**src/rtl/serial_vector_encoder.sv**
```systemverilog
// serial_vector_encoder
// Streams a captured vector of signed fixed-point words to a byte-wide UART
// transmitter. A frame is a header byte, then each word least-significant
// byte first, then an optional modulo-256 checksum of the data bytes.
// A new byte is issued only on a rising edge of transmit_available.
//
//   state    | meaning
//   ---------+-----------------------------------------------------------
//   IDLE     | available=1, waiting for ready && transmit_available
//   HEADER   | header byte on the wire, waiting to send word 0 byte 0
//   DATA     | data byte on the wire, waiting to send the next one
//   CHECKSUM | checksum byte on the wire, waiting to return to IDLE

module serial_vector_encoder #(
    parameter int         NUMBER_BITS     = 37,
    parameter int         NUMBER_BYTES    = 5,
    parameter int         BYTE_INDEX_BITS = 3,
    parameter int         NUM_WORDS       = 4,
    parameter int         WORD_INDEX_BITS = 2,
    parameter bit         SIGN_EXTEND     = 1'b1,
    parameter logic [7:0] HEADER_BYTE     = 8'hA5,
    parameter bit         USE_CHECKSUM    = 1'b1
) (
    input  logic                             clk,
    input  logic                             reset,
    input  logic [NUM_WORDS*NUMBER_BITS-1:0] nums,
    input  logic                             ready,
    output logic                             available,
    output logic [7:0]                       transmit_byte,
    output logic                             transmit_ready,
    input  logic                             transmit_available
);

    localparam int PAD_BITS = NUMBER_BYTES * 8;

    localparam logic [1:0] S_IDLE     = 2'd0;
    localparam logic [1:0] S_HEADER   = 2'd1;
    localparam logic [1:0] S_DATA     = 2'd2;
    localparam logic [1:0] S_CHECKSUM = 2'd3;

    logic [1:0]                       r_state;
    logic [NUM_WORDS*NUMBER_BITS-1:0] r_vec;
    logic [WORD_INDEX_BITS-1:0]       r_word;
    logic [BYTE_INDEX_BITS-1:0]       r_byte;
    logic [7:0]                       r_csum;
    logic                             r_tx_avail_last;
    logic                             r_available;
    logic [7:0]                       r_tx_byte;
    logic                             r_tx_ready;

    logic [NUM_WORDS*PAD_BITS-1:0]    w_padded;
    logic                             w_advance;
    logic                             w_last_byte_of_word;
    logic                             w_last_word;
    logic [WORD_INDEX_BITS-1:0]       w_next_word;
    logic [BYTE_INDEX_BITS-1:0]       w_next_byte;
    logic [7:0]                       w_cur_data;
    logic [7:0]                       w_next_data;
    logic [7:0]                       w_csum_plus;

    // Each captured word widened to whole bytes; pad bits copy the sign or are zero.
    genvar g_k, g_j;
    generate
        for (g_k = 0; g_k < NUM_WORDS; g_k++) begin : g_word
            for (g_j = 0; g_j < PAD_BITS; g_j++) begin : g_bit
                if (g_j < NUMBER_BITS) begin : g_data
                    assign w_padded[g_k*PAD_BITS + g_j] = r_vec[g_k*NUMBER_BITS + g_j];
                end else if (SIGN_EXTEND) begin : g_sign
                    assign w_padded[g_k*PAD_BITS + g_j] = r_vec[g_k*NUMBER_BITS + NUMBER_BITS - 1];
                end else begin : g_zero
                    assign w_padded[g_k*PAD_BITS + g_j] = 1'b0;
                end
            end
        end
    endgenerate

    // Only a 0->1 transition of transmit_available moves the frame forward.
    assign w_advance   = transmit_available & ~r_tx_avail_last;
    assign w_csum_plus = r_csum + w_cur_data;

    // Position bookkeeping: where the current byte sits and which one follows it.
    always_comb begin
        w_last_byte_of_word = (r_byte == BYTE_INDEX_BITS'(NUMBER_BYTES - 1));
        w_last_word         = (r_word == WORD_INDEX_BITS'(NUM_WORDS - 1));
        if (w_last_byte_of_word) begin
            w_next_byte = '0;
            w_next_word = r_word + 1'b1;
        end else begin
            w_next_byte = r_byte + 1'b1;
            w_next_word = r_word;
        end
    end

    // Byte selection for the current position and for the following position.
    always_comb begin
        w_cur_data  = 8'h00;
        w_next_data = 8'h00;
        for (int k = 0; k < NUM_WORDS; k++) begin
            for (int b = 0; b < NUMBER_BYTES; b++) begin
                if (r_word == WORD_INDEX_BITS'(k) && r_byte == BYTE_INDEX_BITS'(b)) begin
                    w_cur_data = w_padded[(k*NUMBER_BYTES + b)*8 +: 8];
                end
                if (w_next_word == WORD_INDEX_BITS'(k) && w_next_byte == BYTE_INDEX_BITS'(b)) begin
                    w_next_data = w_padded[(k*NUMBER_BYTES + b)*8 +: 8];
                end
            end
        end
    end

    // Frame sequencer: capture, header, data bytes, checksum, one strobe per advance.
    always_ff @(posedge clk) begin
        if (!reset) begin
            r_state         <= S_IDLE;
            r_vec           <= '0;
            r_word          <= '0;
            r_byte          <= '0;
            r_csum          <= 8'h00;
            r_tx_avail_last <= 1'b0;
            r_available     <= 1'b1;
            r_tx_byte       <= 8'h00;
            r_tx_ready      <= 1'b0;
        end else begin
            r_tx_avail_last <= transmit_available;
            r_tx_ready      <= 1'b0;
            case (r_state)
                S_IDLE: begin
                    if (ready && transmit_available) begin
                        r_vec       <= nums;
                        r_tx_byte   <= HEADER_BYTE;
                        r_tx_ready  <= 1'b1;
                        r_available <= 1'b0;
                        r_csum      <= 8'h00;
                        r_word      <= '0;
                        r_byte      <= '0;
                        r_state     <= S_HEADER;
                    end
                end
                S_HEADER: begin
                    // Counters are already at word 0 byte 0 from acceptance.
                    if (w_advance) begin
                        r_tx_byte  <= w_cur_data;
                        r_tx_ready <= 1'b1;
                        r_state    <= S_DATA;
                    end
                end
                S_DATA: begin
                    if (w_advance) begin
                        r_csum <= w_csum_plus;
                        if (w_last_byte_of_word && w_last_word) begin
                            if (USE_CHECKSUM) begin
                                r_tx_byte  <= w_csum_plus;
                                r_tx_ready <= 1'b1;
                                r_state    <= S_CHECKSUM;
                            end else begin
                                r_available <= 1'b1;
                                r_state     <= S_IDLE;
                            end
                        end else begin
                            r_word     <= w_next_word;
                            r_byte     <= w_next_byte;
                            r_tx_byte  <= w_next_data;
                            r_tx_ready <= 1'b1;
                        end
                    end
                end
                S_CHECKSUM: begin
                    if (w_advance) begin
                        r_available <= 1'b1;
                        r_state     <= S_IDLE;
                    end
                end
                default: begin
                    r_available <= 1'b1;
                    r_state     <= S_IDLE;
                end
            endcase
        end
    end

    assign available      = r_available;
    assign transmit_byte  = r_tx_byte;
    assign transmit_ready = r_tx_ready;

endmodule

```
**config.mk**
```make
export PLATFORM = sky130hd
export DESIGN_NAME = serial_vector_encoder
export DESIGN_NICKNAME = d
export VERILOG_FILES = /design/src/rtl/serial_vector_encoder.sv
export SDC_FILE = /design/constraint.sdc
export NUM_CORES = 1
export LEC_CHECK = 0
export ABC_CLOCK_PERIOD_IN_PS = 4650
export CORE_ASPECT_RATIO = 0.6
export CORE_MARGIN = 8
export CORE_UTILIZATION = 55
export CTS_CLUSTER_DIAMETER = 30
export DETAILED_ROUTE_END_ITERATION = 7
export PLACE_DENSITY = 0.84
export REMOVE_ABC_BUFFERS = 1
export SLEW_MARGIN = 0
export SYNTH_ARGS = -nofsm -noshare
export SYNTH_HDL_FRONTEND = slang
export SYNTH_SLANG_ARGS = --single-unit
```
**constraint.sdc**
```tcl
create_clock -name clk -period 4.65 [get_ports clk]
set_clock_uncertainty 0.2 [all_clocks]
set_input_delay 1.395 -clock clk [delete_from_list [all_inputs] [get_ports clk]]
set_output_delay 1.395 -clock clk [all_outputs]
set_load 0.02 [all_outputs]
```
**Word-level counts from Yosys, hierarchy flattened**

Index checks and enable logic that the tools add are counted.

- $add $sub $neg: 3
- Equal/unequal tests: 23
- Multiplexer cells: 70
- Bitwise gates (word level): 2
- Reductions and logical operators: 56

Operator list:

| kind | number |
|---|---|
| two-way mux 8 bit | 46 |
| logical AND 1 bit | 41 |
| one-hot mux 8 bit (3 select lines) | 1 |
| two-way mux 2 bit | 9 |
| one-hot mux 8 bit (2 select lines) | 1 |
| == test 2 bit (second input constant) | 6 |
| == test 3 x 2 -> 1 bit (second input constant) | 4 |
| two-way mux 3 bit | 4 |
| inequality test 2 bit (second input constant) | 6 |
| adder 8 bit | 1 |
| one-hot mux 2 bit (4 select lines) | 1 |
| AND reduction 4 bit | 2 |
| == test 2 x 1 -> 1 bit (second input constant) | 3 |
| == test 3 x 1 -> 1 bit (second input constant) | 2 |
| == test 3 bit (second input constant) | 2 |
| logical NOT 2 bit | 3 |
| logical NOT 3 bit | 2 |
| one-hot mux 3 bit (2 select lines) | 1 |
| AND reduction 3 bit | 2 |
| AND reduction 5 bit | 1 |
| two-way mux 1 bit | 4 |
| one-hot mux 1 bit (2 select lines) | 2 |
| one-hot mux 2 bit (2 select lines) | 1 |
| nonzero test 2 bit | 2 |
| 7 further kinds | 7 |

- Flip-flop bits (word level): 174
- Input port bits: 152
- Word-level logic and storage cells: 163

**Depth between registers and ports, before layout**

Gate-level depths: netlist of run 1.

- Word-level depth: 27
- Depth in mapped cells: 23

**Worst setup path before layout of run 1**

OpenSTA, ideal clock, no wires.

- Path kind: register to register
- Start point: register r_byte[0]
- End point: register r_tx_byte[7], in the netlist transmit_byte[7]
- Library setup time: 0.075 ns
- Arrival: 3.923 ns
- Path slack: 0.452 ns
- Stages on the path, launching flop included: 22
- Buffers on the path: 4
- Clock period less this slack: 4.198 ns
- Path through: dfxtp_1 -> buf_2 -> inv_1 -> ha_1 -> buf_6 -> and2_1 -> buf_4 -> buf_2 -> o21ai_0 -> a21oi_1 -> a21oi_1 -> o311ai_1 -> a31o_2 -> ha_1 -> nand3_1 -> o211ai_1 -> o41ai_1 -> xnor2_1 -> nand2_1 -> nand2_1 -> nand4_1 -> o22ai_1

- Longest elaborated chain between the ends: 27
- Elaborated cells between the ends (all ways): 102
- Classes of those cells: add/sub (2); eq/ne (11); mux (46); reduce/logical (43)

Ends and longest elaborated chain:

| element | RTL line | text |
|---|---|---|
| start, declared | 44 | `logic [BYTE_INDEX_BITS-1:0] r_byte;` |
| start signal, assigned | 160 | `r_byte <= w_next_byte;` |
| branches (longest 26 deep; another with two-way mux 8 bit) | - |  |
| one-hot mux 8 bit (3 select lines) * | 125 | `case (r_state)` |
| end signal, assigned | 141 | `r_tx_byte <= w_cur_data;` |
| end signal, assigned | 151 | `r_tx_byte <= w_csum_plus;` |
| end signal, assigned | 161 | `r_tx_byte <= w_next_data;` |
| end, declared | 48 | `logic [7:0] r_tx_byte;` |

Mark *: on every way between the ends. The select of a mux whose other input is x is not followed.
A chain may end at the register's enable or synchronous reset.

**Worst setup path in the final report of run 1**

- Start point: register r_word[1]
- End point: register r_tx_byte[7], in the netlist transmit_byte[7]

- Longest elaborated chain between the ends: 27
- Elaborated cells between the ends (all ways): 95
- Classes of those cells: add/sub (2); eq/ne (6); mux (45); reduce/logical (42)

Ends and longest elaborated chain:

| element | RTL line | text |
|---|---|---|
| start, declared | 43 | `logic [WORD_INDEX_BITS-1:0] r_word;` |
| start signal, assigned | 159 | `r_word <= w_next_word;` |
| branches (longest 26 deep; another with two-way mux 8 bit) | - |  |
| one-hot mux 8 bit (3 select lines) * | 125 |  |

Marks and branches as above.

==> summary.txt, run 1 <==
outcome = completed
share of layout cells above drive strength 1 = 8.30%
P&R area growth vs syn = 25.0%
vias in the first global route = 11600
largest cells by area after synthesis = dfxtp_1, nand2_1, a21boi_0
Period minus WS final = 4.43 ns
# rows = 39
antenna cells = 0
kind of critical path = reg2reg
worst-path fanout max = 11
Routed Wire Length = 43.9 mm
sequential fraction of the synthesis area = 32.1%
WP data arrival = 4.60 ns
CTS tree = built
Pre-antenna DRT Iters = 6
gr usage total = 34.5%
clock group share of total power = 30.5%
Die H = 125 um
Hold Crit Class = reg2reg
Synth top cells by count = nand2_1, dfxtp_1, a21boi_0, clkbuf_1, a21oi_1
R2R Path Start = r_word[1]$_SDFFE_PN0P_
Root Driver = clkbuf_16
final setup violation count = 0
residual DRC count = 0
Critical Path Start = r_word[1]$_SDFFE_PN0P_
Worst VDD drop = 375 uV
htree depth = 4
Max Cap Viol = 0
Worst Path Required = 4.81 ns
setup_tns = 0 ns
RSZ-0062 raised after global routing = yes
IO buf count = 161
#FFs+latches synth = 174
Hold Fails Final Rpt = 0
CP endpoint kind = flop
routability cong. = 1.04
Worst-Margin Slew = 0.838 ns
non-filler cells, final = 1917
TritonCTS buffer count = 17
PwrDens = 349 mW/mm^2
initial DRC count = 1977
clk sinks = 174
initial core utilization = 56.6%
internal cell power = 2.99 mW
Mapped Cells = 1495
largest net degree at the start of global routing = 150
initial antenna violation count = 0
synth warn = 0
Max Slew Vio Count = 0
post-synth top area share = 32.1%
die area = 0.0246 mm^2
grt ovf = 0
Placeable Area = 0.0192 mm^2
chip width = 197 um
Final Core Density = 70.7%
first-pass GRT wire length = 67.5 mm
period utilization = 95.4%
synthesized area per cell = 7.26 um^2
Worst R2R Setup Slack = 0.22 ns
cell area after synthesis = 0.0109 mm^2
Synth Flop Type = dfxtp_1
Nets = 1812
clock-pin slew on the worst setup and hold paths = 0.08 ns
largest area contributor in the netlist = dfxtp_1
per-cell routed wire length = 22.9 um
max_slew headroom = 43.8%
DR vias/cell = 6.53
Pleak = 4.98 nW
DP HPWL = 33.0 mm
total number of vias = 12500
top-count cell post-synth = nand2_1
Netlist cell types = 79
Clock Latency Late Sink = 0.45 ns
antenna viol nets, final = 0
r2r endpoint = transmit_byte[7]$_SDFFE_PN0P_
combinational power share = 29.6%
CP endpoint = transmit_byte[7]$_SDFFE_PN0P_
CTS Buffer Depth = 2
Async SR Flop Fraction = 0%
Sw Share = 37.0%
fmax = 226 MHz
FF-to-FF path depth = 17
Flop pwr share = 40.0%
# IOs = 162
placed cell count = 1885
NetSw = 1.75 mW
Hold Buf Count CTS = 0
Post-synth EDFFs = 0
CP startpoint kind = flop
-- logic make-up (layout without fill, tap and decap cells) --
| group | after synthesis | after routing | synth area share, % |
|---|---|---|---|
| adders and majority gates | 22 | 22 | 2.61 |
| and+or+nand+nor | 643 | 643 | 26.0 |
| muxes | 3 | 3 | 0.277 |
| DFF | 174 | 174 | 32.1 |
| AOI/OAI and AO/OA | 515 | 515 | 33.4 |
| xor gates and xnor gates | 5 | 5 | 0.404 |
| buffers and inverters | 133 | 289 | 5.18 |
-- sequential cells by signal, summed over array words and instances, names as in the netlist --
register and cells:
r_vec 148, r_tx_avail_last 1, r_csum 8, transmit_byte 8, r_state 2, r_word 2
transmit_ready 1, available 1, r_byte 3
-- final cells by class --
type / count / area, um^2
timing repair buffer: 236 / 2220
fill: 1540 / 5610
clock inverter: 13 / 129
inverter: 21 / 78.8
multi-input combinational: 1188 / 6860
clock buffer: 19 / 453
sequential: 174 / 3480
tap: 266 / 333
-- per-stage QoR --
stage	power (mW)	setup WS (ns)	instance area, um^2	hold slack (ns)
after floorplan	2.63	-1.85	10400	0.243
after global placement	3.22	0.239	12900	0.255
after detailed placement	3.24	0.185	12900	0.263
after CTS	4.67	0.121	13500	0.273
after global routing	4.92	-0.00289	13600	0.302
final	4.74	0.216	13600	0.270
-- routing by layer --
metal	up-vias	global-route usage, %	share of wire (%)
met2	1042	43.6	37
met5	-	0	0
met1	5758	50.8	44
li1	5623	-	-
met4	0	9.08	2.0
met3	98	15.6	17
-- power by group through the flow --
stage | Clock, mW | Combinational, mW | Sequential [mW]
3_3_place_gp | 0 | 1.32 | 1.90
2_1_floorplan | 0 | 0.794 | 1.84
6_report | 1.44 | 1.40 | 1.89
5_1_grt | 1.51 | 1.51 | 1.90
4_1_cts | 1.45 | 1.35 | 1.87
3_5_place_dp | 0 | 1.34 | 1.90
-- worst max-delay path, cell delays in order, from the launching register on --
cell and delay, ns:
dfxtp_1 0.46, ha_1 0.49, nand3b_1 0.31, buf_4 0.24, or3_1 0.30, o211ai_1 0.10
a211oi_1 0.11, a221o_1 0.38, ha_1 0.40, nand3_1 0.12, o211ai_1 0.15, o41ai_1 0.34
buf_4 0.20, xnor2_1 0.13, nand2_1 0.08, nand2_1 0.06, nand4_1 0.08, o22ai_1 0.17
-- how the worst min path moves through the flow --
stage	from	end	slack, ns	depth (start not counted)
global route	r_csum[4]$_SDFFE_PN0P_	r_csum[4]$_SDFFE_PN0P_	0.30	2
detailed placement	r_vec[16]$_SDFFE_PN0P_	r_vec[16]$_SDFFE_PN0P_	0.26	2
finish	r_vec[16]$_SDFFE_PN0P_	r_vec[16]$_SDFFE_PN0P_	0.27	2
global placement	r_vec[16]$_SDFFE_PN0P_	r_vec[16]$_SDFFE_PN0P_	0.26	2
CTS	r_vec[16]$_SDFFE_PN0P_	r_vec[16]$_SDFFE_PN0P_	0.27	2
floorplan	r_vec[16]$_SDFFE_PN0P_	r_vec[16]$_SDFFE_PN0P_	0.24	2
-- timing repair --
action / in CTS / in global routing
gates resized for setup: 0 / 14
buffers inserted: 0 / 0
setup endpoints to repair: 0 / 6
-- layout by cell type (no fill, tap or decap), drive strengths merged, types with 23 or more instances in the layout --
master / netlist / layout
nand2: 413 / 413
dfxtp: 174 / 174
clkdlybuf4s50: 0 / 160
a21boi: 154 / 154
a21oi: 80 / 80
buf: 32 / 76
nor2: 72 / 72
o21ai: 70 / 70
nand3: 37 / 37
inv: 19 / 24
nor2b: 23 / 23
Note: power is estimated with default switching activity, not from simulation.
==> run 2: changes to the inputs <==
--- a/config.mk
+++ b/config.mk
@@ -8,10 +8,10 @@
 export ABC_CLOCK_PERIOD_IN_PS = 4650
 export CORE_ASPECT_RATIO = 0.6
 export CORE_MARGIN = 8
-export CORE_UTILIZATION = 55
+export CORE_UTILIZATION = 37
 export CTS_CLUSTER_DIAMETER = 30
 export DETAILED_ROUTE_END_ITERATION = 7
-export PLACE_DENSITY = 0.84
+export PLACE_DENSITY = 0.61
 export REMOVE_ABC_BUFFERS = 1
 export SLEW_MARGIN = 0
 export SYNTH_ARGS = -nofsm -noshare
==> summary.txt, run 2 (synthesis results as in run 1) <==
Tot Pwr = 4.75 mW (was 4.74 mW)
Pre-antenna DRT Iters = 6 (unchanged)
antenna viol nets, final = 0 (unchanged)
initial core utilization = 37.6% (was 56.6%)
Pleak = 5.01 nW (was 4.98 nW)
CTS Buffer Depth = 2 (unchanged)
commonest cells after routing, fill and taps aside = nand2_1, dfxtp_1, clkdlybuf4s50_1 (unchanged)
DR vias/cell = 5.95 (was 6.53)
clk sinks = 174 (unchanged)
Hold Crit Class = reg2reg (unchanged)
TritonCTS buffer count = 17 (unchanged)
pre-CTS setup slack = 0.189 ns (was 0.185 ns)
share of layout cells above drive strength 1 = 8.62% (was 8.30%)
Root Driver = clkbuf_16 (unchanged)
max_slew headroom = 36.1% (was 43.8%)
outcome = completed (unchanged)
# rows = 48 (was 39)
Top reg by flops = r_vec (unchanged)
most frequent CP cell = a21oi_1
Worst Path Buf+Inv = 4 (was 2)
P&R area growth vs syn = 26.8% (was 25.0%)
placed cell area = 0.0131 mm^2 (was 0.0129 mm^2)
WP data arrival = 4.58 ns (was 4.60 ns)
area occupied by registers = 0.00348 mm^2 (about the same)
largest net degree at the start of global routing = 80 (was 150)
PwrDens = 345 mW/mm^2 (was 349 mW/mm^2)
Worst Path Required = 4.80 ns (was 4.81 ns)
per-cell routed wire length = 22.3 um (was 22.9 um)
Nets = 1820 (was 1812)
chip width = 237 um (was 197 um)
Hold Buf Count CTS = 0 (unchanged)
Worst-Margin Slew = 0.956 ns (was 0.838 ns)
kind of critical path = reg2reg (unchanged)
Hold Fails Final Rpt = 0 (unchanged)
setup slack after layout = 0.219 ns (was 0.216 ns)
# IOs = 162 (unchanged)
Routed Wire Length = 45.3 mm (was 43.9 mm)
CP max stage cell = or3b_1 (was ha_1)
Max Slew Vio Count = 0 (unchanged)
die area = 0.0352 mm^2 (was 0.0246 mm^2)
grt ovf = 0 (unchanged)
antenna cells = 0 (unchanged)
Worst path max stage delay = 0.41 ns (was 0.49 ns)
clock-pin slew on the worst setup and hold paths = 0.08 ns (about the same)
crit-path leading delay family = compound AO/OA/AOI/OAI gates (unchanged)
Worst VDD drop = 267 uV (was 375 uV)
most common cell after layout, fill and taps aside = nand2_1 (unchanged)
htree depth = 4 (unchanged)
Period minus WS final = 4.43 ns (about the same)
Filler Cell Count = 2952 (was 1540)
initial antenna violation count = 0 (unchanged)
CP endpoint kind = flop (unchanged)
area of the multi-input gates = 0.00686 mm^2 (about the same)
initial DRC count = 1552 (was 1977)
vias in the first global route = 11400 (was 11600)
fmax = 226 MHz (about the same)
Final Cell Area = 0.0138 mm^2 (was 0.0136 mm^2)
Placeable Area = 0.0288 mm^2 (was 0.0192 mm^2)
Cell Chain, Critical Path = inv_1, ha_2, or3b_1, a21oi_1, a21oi_1, a221o_1, a211oi_2, buf_4, a2111o_1, ha_1, inv_1, fa_1, nor2b_1, o31ai_2, buf_4, a32o_1, a21oi_1, a21oi_1, a221o_1 (was ha_1, nand3b_1, buf_4, or3_1, o211ai_1, a211oi_1, a221o_1, ha_1, nand3_1, o211ai_1, o41ai_1, buf_4, xnor2_1, nand2_1, nand2_1, nand4_1, o22ai_1)
number of flip-flops in the largest register = 148 (unchanged)
Max Cap Viol = 0 (unchanged)
routability cong. = 0.985 (was 1.04)
Clock Latency Late Sink = 0.47 ns (was 0.45 ns)
total number of vias = 12100 (was 12500)
gr usage total = 25.1% (was 34.5%)
IO buf count = 161 (unchanged)
postcts setup bufs = 0 (unchanged)
Die H = 149 um (was 125 um)
CP startpoint kind = flop (unchanged)
DP HPWL = 34.9 mm (was 33.0 mm)
period utilization = 95.3% (was 95.4%)
residual DRC count = 0 (unchanged)
final setup violation count = 0 (unchanged)
worst-path fanout max = 9 (was 11)
WHS = 0.267 ns (was 0.270 ns)
CTS tree = built (unchanged)
first-pass GRT wire length = 68.8 mm (was 67.5 mm)
-- run 2: final cells by class --
class	instances	share of cell area [%]
clock buffers	18	3.19
clock inverters	14	1.15
inverters	21	0.573
multi-input cells	1188	49.9
flip-flops and latches	174	25.3
well taps	375	3.41
repair buffers	244	16.5
-- run 2: what timing repair did --
item	CTS	global route
endpoints found under the setup margin	0	5
endpoints found under the hold margin	0	0
gates resized for setup	0	9
-- run 2: final timing paths --
kind	start	to	slack, ns	depth (start not counted)
max	r_word[0]$_SDFFE_PN0P_	transmit_byte[4]$_SDFFE_PN0P_	0.22	19
min reg2reg	r_vec[16]$_SDFFE_PN0P_	r_vec[16]$_SDFFE_PN0P_	0.27	2
min	r_vec[16]$_SDFFE_PN0P_	r_vec[16]$_SDFFE_PN0P_	0.27	2
max reg2reg	r_word[0]$_SDFFE_PN0P_	transmit_byte[4]$_SDFFE_PN0P_	0.22	19
-- run 2: worst reg2reg max path, stage by stage, from the launching register on --
cell and delay [ns]:
dfxtp_1 0.40, inv_1 0.16, ha_2 0.25, or3b_1 0.41, a21oi_1 0.14, a21oi_1 0.08, a221o_1 0.33, a211oi_2 0.28
buf_4 0.14, a2111o_1 0.12, ha_1 0.19, inv_1 0.07, fa_1 0.41, nor2b_1 0.20, o31ai_2 0.09, buf_4 0.14
a32o_1 0.23, a21oi_1 0.14, a21oi_1 0.09, a221o_1 0.27
-- run 2: routing by layer --
metal | track usage [%] | share of wire, % | wire length [um]
met5 | 0 | 0 | 0
met4 | 6.62 | 1.5 | 697
met3 | 7.11 | 12 | 5390
met2 | 32.1 | 37 | 16700
met1 | 39.1 | 50 | 22500
-- run 2: stage by stage --
stage          utilization, %  std cells  setup TNS [ns]
4_1_cts                  47.6       2034               0
3_3_place_gp             45.5       2002               0
5_1_grt                  47.7       2034         -0.0314
3_5_place_dp             45.5       2002               0
2_1_floorplan               -       1383         -274.23
6_report                 47.7       2034               0
-- run 2: report_power, final --
part	total [mW]	internal [mW]	switching, mW
registers	1.90	1.67	0.224
logic	1.37	0.529	0.846
clock network	1.48	0.814	0.662
==> run 3: changes to the inputs <==
--- a/config.mk
+++ b/config.mk
@@ -6,6 +6,7 @@
 export NUM_CORES = 1
 export LEC_CHECK = 0
 export ABC_CLOCK_PERIOD_IN_PS = 4650
+export CAP_MARGIN = 20
 export CORE_ASPECT_RATIO = 0.6
 export CORE_MARGIN = 8
 export CORE_UTILIZATION = 37
==> results of run 3 <==
No change in the layout: final DEF, timing and power equal those of run 2.
